File: src/rtl/rv32imc_types.sv
// Shared types for the memory-side blocks of the rv32imc core.
package rv32imc_types;

  // Arbitration policy for multi-requestor memory ports
  typedef enum logic {
    ARB_FIXED = 1'b0,  // lowest index wins
    ARB_RR    = 1'b1   // round-robin starting after the last winner
  } arb_mode_t;

endpackage

File: src/rtl/mem_arbiter_arb_picker.sv
// Combinational winner selection: one-hot grant from a request vector.
// The search starts at start_i (round-robin) or at 0 (fixed) and wraps.
module arb_picker
  import rv32imc_types::*;
#(
  parameter int unsigned NUM_CH = 2
) (
  input  logic [NUM_CH-1:0]         req_i,
  input  logic [$clog2(NUM_CH)-1:0] start_i,
  input  arb_mode_t                 mode_i,
  output logic [NUM_CH-1:0]         grant_o
);

  localparam int unsigned PW = $clog2(NUM_CH);

  logic [PW-1:0] base;
  logic [PW:0]   slot;
  logic          found;

  // Walk the channels from the start point, modulo NUM_CH, taking the first requester
  always_comb begin
    grant_o = '0;
    found   = 1'b0;
    slot    = '0;
    base    = (mode_i == ARB_FIXED) ? '0 : start_i;
    for (int unsigned i = 0; i < NUM_CH; i++) begin
      slot = {1'b0, base} + (PW+1)'(i);
      if (slot >= (PW+1)'(NUM_CH)) slot = slot - (PW+1)'(NUM_CH);
      if (!found && req_i[slot[PW-1:0]]) begin
        grant_o[slot[PW-1:0]] = 1'b1;
        found                 = 1'b1;
      end
    end
  end

endmodule

File: src/rtl/mem_arbiter.sv
// N-channel to single-port memory arbiter. One outstanding transaction;
// a grant is taken only from IDLE, so transactions are separated by an idle cycle.
module mem_arbiter
  import rv32imc_types::*;
#(
  parameter int unsigned NUM_CH   = 2,
  parameter int unsigned ADDR_W   = 32,
  parameter int unsigned DATA_W   = 32,
  parameter arb_mode_t   ARB_MODE = ARB_RR,
  localparam int unsigned MASK_W  = DATA_W / 8
) (
  input  logic                           clk,
  input  logic                           rst,
  input  logic [NUM_CH-1:0][ADDR_W-1:0]  ch_addr,
  input  logic [NUM_CH-1:0][MASK_W-1:0]  ch_rmask,
  input  logic [NUM_CH-1:0][MASK_W-1:0]  ch_wmask,
  input  logic [NUM_CH-1:0][DATA_W-1:0]  ch_wdata,
  output logic [NUM_CH-1:0][DATA_W-1:0]  ch_rdata,
  output logic [NUM_CH-1:0]              ch_resp,
  output logic [ADDR_W-1:0]              mem_addr,
  output logic [MASK_W-1:0]              mem_rmask,
  output logic [MASK_W-1:0]              mem_wmask,
  output logic [DATA_W-1:0]              mem_wdata,
  input  logic [DATA_W-1:0]              mem_rdata,
  input  logic                           mem_resp,
  output logic [NUM_CH-1:0]              o_grant,
  output logic                           o_busy
);

  localparam int unsigned PW = $clog2(NUM_CH);

  typedef enum logic {S_IDLE, S_BUSY} state_t;

  state_t state_q, state_d;

  logic [PW-1:0]     rr_ptr_q, rr_ptr_d;
  logic [NUM_CH-1:0] grant_q, grant_d;
  logic [ADDR_W-1:0] addr_q, addr_d;
  logic [MASK_W-1:0] rmask_q, rmask_d;
  logic [MASK_W-1:0] wmask_q, wmask_d;
  logic [DATA_W-1:0] wdata_q, wdata_d;

  logic [NUM_CH-1:0] req;
  logic [NUM_CH-1:0] pick;
  logic              any_req;
  logic [PW-1:0]     win_idx;
  logic [ADDR_W-1:0] win_addr;
  logic [MASK_W-1:0] win_rmask;
  logic [MASK_W-1:0] win_wmask;
  logic [DATA_W-1:0] win_wdata;

  // A channel requests whenever either byte mask is nonzero
  always_comb begin
    req = '0;
    for (int unsigned i = 0; i < NUM_CH; i++) begin
      req[i] = |(ch_rmask[i] | ch_wmask[i]);
    end
    any_req = |req;
  end

  arb_picker #(.NUM_CH(NUM_CH)) u_picker (
    .req_i   (req),
    .start_i (rr_ptr_q),
    .mode_i  (ARB_MODE),
    .grant_o (pick)
  );

  // Mux the winning channel's request fields and encode its index
  always_comb begin
    win_idx   = '0;
    win_addr  = '0;
    win_rmask = '0;
    win_wmask = '0;
    win_wdata = '0;
    for (int unsigned i = 0; i < NUM_CH; i++) begin
      if (pick[i]) begin
        win_idx   = PW'(i);
        win_addr  = ch_addr[i];
        win_rmask = ch_rmask[i];
        win_wmask = ch_wmask[i];
        win_wdata = ch_wdata[i];
      end
    end
  end

  // FSM state register
  always_ff @(posedge clk) begin
    if (rst) state_q <= S_IDLE;
    else     state_q <= state_d;
  end

  // FSM next state: grant from IDLE, complete on mem_resp from BUSY
  always_comb begin
    state_d = state_q;
    case (state_q)
      S_IDLE: if (any_req)  state_d = S_BUSY;
      S_BUSY: if (mem_resp) state_d = S_IDLE;
      default:              state_d = S_IDLE;
    endcase
  end

  // Datapath next values: capture winner on grant, drop masks/grant on completion
  always_comb begin
    rr_ptr_d = rr_ptr_q;
    grant_d  = grant_q;
    addr_d   = addr_q;
    rmask_d  = rmask_q;
    wmask_d  = wmask_q;
    wdata_d  = wdata_q;
    if (state_q == S_IDLE && any_req) begin
      grant_d  = pick;
      addr_d   = win_addr;
      rmask_d  = win_rmask;
      wmask_d  = win_wmask;
      wdata_d  = win_wdata;
      rr_ptr_d = (win_idx == PW'(NUM_CH - 1)) ? '0 : win_idx + PW'(1);
    end else if (state_q == S_BUSY && mem_resp) begin
      grant_d = '0;
      rmask_d = '0;
      wmask_d = '0;
    end
  end

  // Datapath registers
  always_ff @(posedge clk) begin
    if (rst) begin
      rr_ptr_q <= '0;
      grant_q  <= '0;
      addr_q   <= '0;
      rmask_q  <= '0;
      wmask_q  <= '0;
      wdata_q  <= '0;
    end else begin
      rr_ptr_q <= rr_ptr_d;
      grant_q  <= grant_d;
      addr_q   <= addr_d;
      rmask_q  <= rmask_d;
      wmask_q  <= wmask_d;
      wdata_q  <= wdata_d;
    end
  end

  // FSM outputs: completion is routed combinationally to the owner only
  always_comb begin
    o_busy   = (state_q == S_BUSY);
    ch_resp  = (o_busy && mem_resp && !rst) ? grant_q : '0;
    ch_rdata = '0;
    for (int unsigned i = 0; i < NUM_CH; i++) begin
      if (ch_resp[i]) ch_rdata[i] = mem_rdata;
    end
  end

  assign mem_addr  = addr_q;
  assign mem_rmask = rmask_q;
  assign mem_wmask = wmask_q;
  assign mem_wdata = wdata_q;
  assign o_grant   = grant_q;

endmodule

File: config.mk
export PLATFORM = sky130hd
export DESIGN_NAME = mem_arbiter
export DESIGN_NICKNAME = d
export VERILOG_FILES = /design/src/rtl/rv32imc_types.sv /design/src/rtl/mem_arbiter_arb_picker.sv /design/src/rtl/mem_arbiter.sv
export SDC_FILE = /design/constraint.sdc
export NUM_CORES = 1
export LEC_CHECK = 0
export ABC_AREA = 1
export ABC_CLOCK_PERIOD_IN_PS = 3400
export CAP_MARGIN = 20
export CELL_PAD_IN_SITES_DETAIL_PLACEMENT = 2
export CELL_PAD_IN_SITES_GLOBAL_PLACEMENT = 2
export CORE_UTILIZATION = 17
export CTS_CLUSTER_DIAMETER = 150
export DETAILED_ROUTE_END_ITERATION = 8
export PLACE_DENSITY_LB_ADDON = 0.12
export SYNTH_ARGS = -nofsm -noshare
export SYNTH_HDL_FRONTEND = slang
export SYNTH_HIERARCHICAL = 1
export SYNTH_SLANG_ARGS = --single-unit
File: constraint.sdc
create_clock -name clk -period 3.4 [get_ports clk]
set_input_delay 0.68 -clock clk [delete_from_list [all_inputs] [get_ports clk]]
set_output_delay 0.68 -clock clk [all_outputs]
set_load 0.05 [all_outputs]
Word level (Yosys, flattened, before mapping) --
Cells that the tools add are included.
Cells by class: add/subtract/negate cells 4, $mul 0, div/mod/pow operators 0, order comparisons 6, eq/ne operators 0, shift-type cells 0, multiplexer cells 34, bitwise gates (word level) 4, reductions and logical operators 12
Operators with widths (number):
- two-way mux 32 bit | 6
- two-way mux 4 bit | 7
- two-way mux 1 bit | 13
- two-way mux 2 bit | 5
- OR 4 bit | 2
- OR reduction 4 bit | 2
- OR reduction 8 bit | 1
- logical AND 1 bit | 6
- less-than comparator 1 x 2 -> 1 bit, second input constant | 2
- adder 1 x 1 -> 2 bit, second input constant | 1
- demux 1 bit (select 1 bit) | 2
- >= comparator 1 bit, second input constant | 2
- >= comparator 1 x 2 -> 1 bit, second input constant | 1
- >= comparator 2 bit, second input constant | 1
- zero test 1 bit | 2
- OR 2 bit | 1
- case mux 1 bit (2 select lines) | 1
- nonzero test 2 bit | 1
- subtractor 1 bit, second input constant | 2
- adder 1 bit, second input constant | 1
- inverter 1 bit | 1
Word-level totals: flip-flop bits (word level) 76, bits in latches 0, memory bits (writable) 0, ROM bits 0, input port bits 179, output and inout bits 141, logic and storage cells 67, memories 0

Logic depth before layout (Yosys ltp) --
depth in word-level cells 12, gate-level depth with buffers 14, gate-level depth less buffers 13

Cells and area by module --
The synthesis kept the hierarchy.
Modules (own cells, without submodules):
- mem_arbiter | instances 1, cells an instance 564, area each 4010.1 sq um, seq. area each 1521.5 sq um
- arb_picker | instances 1, cells an instance 6, area each 27.5 sq um, seq. area each 0.0 sq um

Worst setup path after synthesis --
OpenSTA, ideal clock, no wires.
kind register to output, start point register state_q (netlist: o_busy), end point output port ch_rdata[22] (netlist name), arrival time 1.960 ns, required time 2.720 ns, setup slack 0.760 ns, cell stages (with the launch flop) 6, path buffers 1, path through dfxtp_1 > nand2_1 > inv_1 > nand3_1 > clkbuf_1 > nor2_1
RTL lines:
- from (decl) | RTL line mem_arbiter.sv:34 | state_t state_q, state_d;
- from (signal assigned) | RTL line mem_arbiter.sv:89 | else state_q <= state_d;
- to (decl) | RTL line mem_arbiter.sv:18 | output logic [NUM_CH-1:0][DATA_W-1:0] ch_rdata,

==> results.ini <==
[floorplanning]
num_io_pins=320
die_h_um=156
initial_utilization=0.173
core_area_sq_um=23400
dieWidth_um=156
die_area_sq_um=24400
rows=56

[layout]
layout.nets=1044
drive_above_1_share=0.139
seqCellArea_sq_um=1520
postLayoutCellArea_sq_um=8480
fillers=2659
layout-area-overhead-vs-synth_pct=110
multiInputGateArea_sq_um=2080

[worst_setup_path]
critPathCaptureType=primary output
crit_chain=clkdlybuf4s50_1 > nand2_1 > inv_1 > nand3_1 > buf_4 > nor2_1 > buf_12
crit_arrival_ps=2130
worstReg2RegEnd=mem_wdata[9]
start_kind=primary input
crit_start=mem_resp
r2r_slack_ps=1510
r2r_start=o_busy
critPathMaxFanout=33
cp_slowest_cell=clkdlybuf4s50_1
cp_data_required_time_ps=2720
path_class=primary input to primary output
cpPeakStageDelay_ps=450
rr_worst_depth=5

[yosys]
synth_cell_types=21
syn_inst=570
synth_top_area_share=0.377
synth_common_cells=nor2_1 (202), dfxtp_1 (76), a22o_1 (64)
synthArstFlopShare=0
synth-seq-area-share=0.377
yosys_warnings=6
ys.flop_type=dfxtp_1
ys_top_cells_by_area=dfxtp_1 (38%), nor2_1 (19%), a22o_1 (14%)
yosysMostFrequentCell=nor2_1
synth_nets=749
synth_edf_count=0
synth_top_cell_by_area=dfxtp_1
syn_area_sq_um=4040
syn_avg_cell_area_sq_um=7.08
ys_ff_latch=76

[route]
drtPass1Iterations=6
dr_total_vias=5043
via_per_inst=4.23
drtIter0Drc=164
antenna_left=0
wire_per_inst_um=17.7
drcViolationCount=0
drt-total-wl_um=21100

[sta]
timing.final.crit_period_ps=2810
worstMarginPinSlew_ps=881
worst_clock_skew_ps=5.70
finalMaxSlewViolations=0
final-hold-violation-count=0
rsz0062_at_grt=no
setup_viol=0
period_share=0.827
max_freq_mhz=356
tns_ps=0
hold-worst-slack_ps=472
max_slew_margin=0.413

[global_routing]
antenna_found_initial=2
overflow=0
grt_pass1_vias=5565
grt_pass1_wl_um=31800
grt_max_degree=75
grt_use_total=0.171

[placed_design]
io_buffers=319
gp_congestion=0.755
dp_hpwl_um=16400
postPlaceCellArea_sq_um=8140

[clock_tree]
path_clk_slew_ps=60
ctsResizeCount=0
holdBufCountCts=0
clock_sinks=76
cts_made_buffers=9
cts.path.max_buffers=2
htreeDepth=3
cts_tree=done
cts_setup_buffers=0
clk_latency_ps=340
cts_root_buffer=clkbuf_16

[hold_path]
min_to=mem_wmask[0]
hold_start=mem_wmask[0]
hold_class=register to register
hold_depth=2

[status]
status=completed

[power]
p_per_area_nw_per_um2=374
ir_drop_uv=246
p_leak_nw=3.61

[run]
cap_violations=0

-- layout by cell type (no fill, tap or decap), drive strengths merged --
cell type / n
buf: 78
clkinv: 2
diode: 2
o21ai: 64
clkdlybuf4s50: 253
bufinv: 2
dfxtp: 76
inv: 43
conb: 1
a22o: 64
clkbuf: 12
nand2: 36
o211ai: 1
nand3: 22
nor2: 205
a21oi: 11
-- final cells by class --
class                   count  share of cell area
clock inverters             4             0.00826
diodes                      2            0.000590
multi-input cells         404               0.245
well taps                 319              0.0471
repair buffers            331               0.469
flip-flops and latches     76               0.179
clock buffers              12              0.0314
inverters                  43              0.0190
-- per-layer routing --
metal	routed length (um)	track usage	vias to the layer above
met2	11400	0.324	149
met1	8150	0.187	2427
met4	297	0.0448	0
li1	-	-	2451
met3	1230	0.0433	16
met5	0	0	-
-- state kept, by name (all words and copies together), names as in the netlist --
name       count
mem_wdata     32
mem_rmask      4
o_grant        2
o_busy         1
mem_wmask      4
mem_addr      32
rr_ptr_q       1
-- per-stage QoR --
stage	std cells	worst slack [ps]	power (W)	util
final	1191	588	0.00317	0.362
after global routing	1189	503	0.00333	0.362
after CTS	1189	570	0.00323	0.362
after detailed placement	1173	449	0.00212	0.348
after global placement	1172	540	0.00209	0.347
after floorplan	570	760	0.00162	-
-- cell families after synthesis --
| kind of cell | count (synthesis) | synth area share |
|---|---|---|
| AO/OA/AOI/OAI | 140 | 0.244 |
| buffers and inverters | 90 | 0.111 |
| flip-flops | 76 | 0.377 |
| other | 1 | 0.000929 |
| AND/OR/NAND/NOR | 263 | 0.267 |
-- how the worst max path moves through the flow --
stage                   end  slack (ps)  cells after the start
2_1_floorplan  ch_rdata[22]         760                      5
3_3_place_gp   mem_wdata[8]         540                     14
3_5_place_dp   mem_addr[22]         450                     14
4_1_cts        ch_rdata[10]         570                      7
5_1_grt        ch_rdata[46]         500                      7
6_report       ch_rdata[10]         590                      7
-- critical path, delay by kind of cell --
| family | cells | cell delay, ps |
|---|---|---|
| simple gates | 3 | 460 |
| buf+inv | 4 | 980 |
-- power breakdown --
group,internal [W],switching [W],leakage (nW)
clock network,0.000701,0.000386,0.169
registers,0.000971,0.0000430,0.631
logic,0.000461,0.000609,2.81
total,0.00213,0.00104,3.61
No activity file was read; power rests on OpenSTA's default activity.
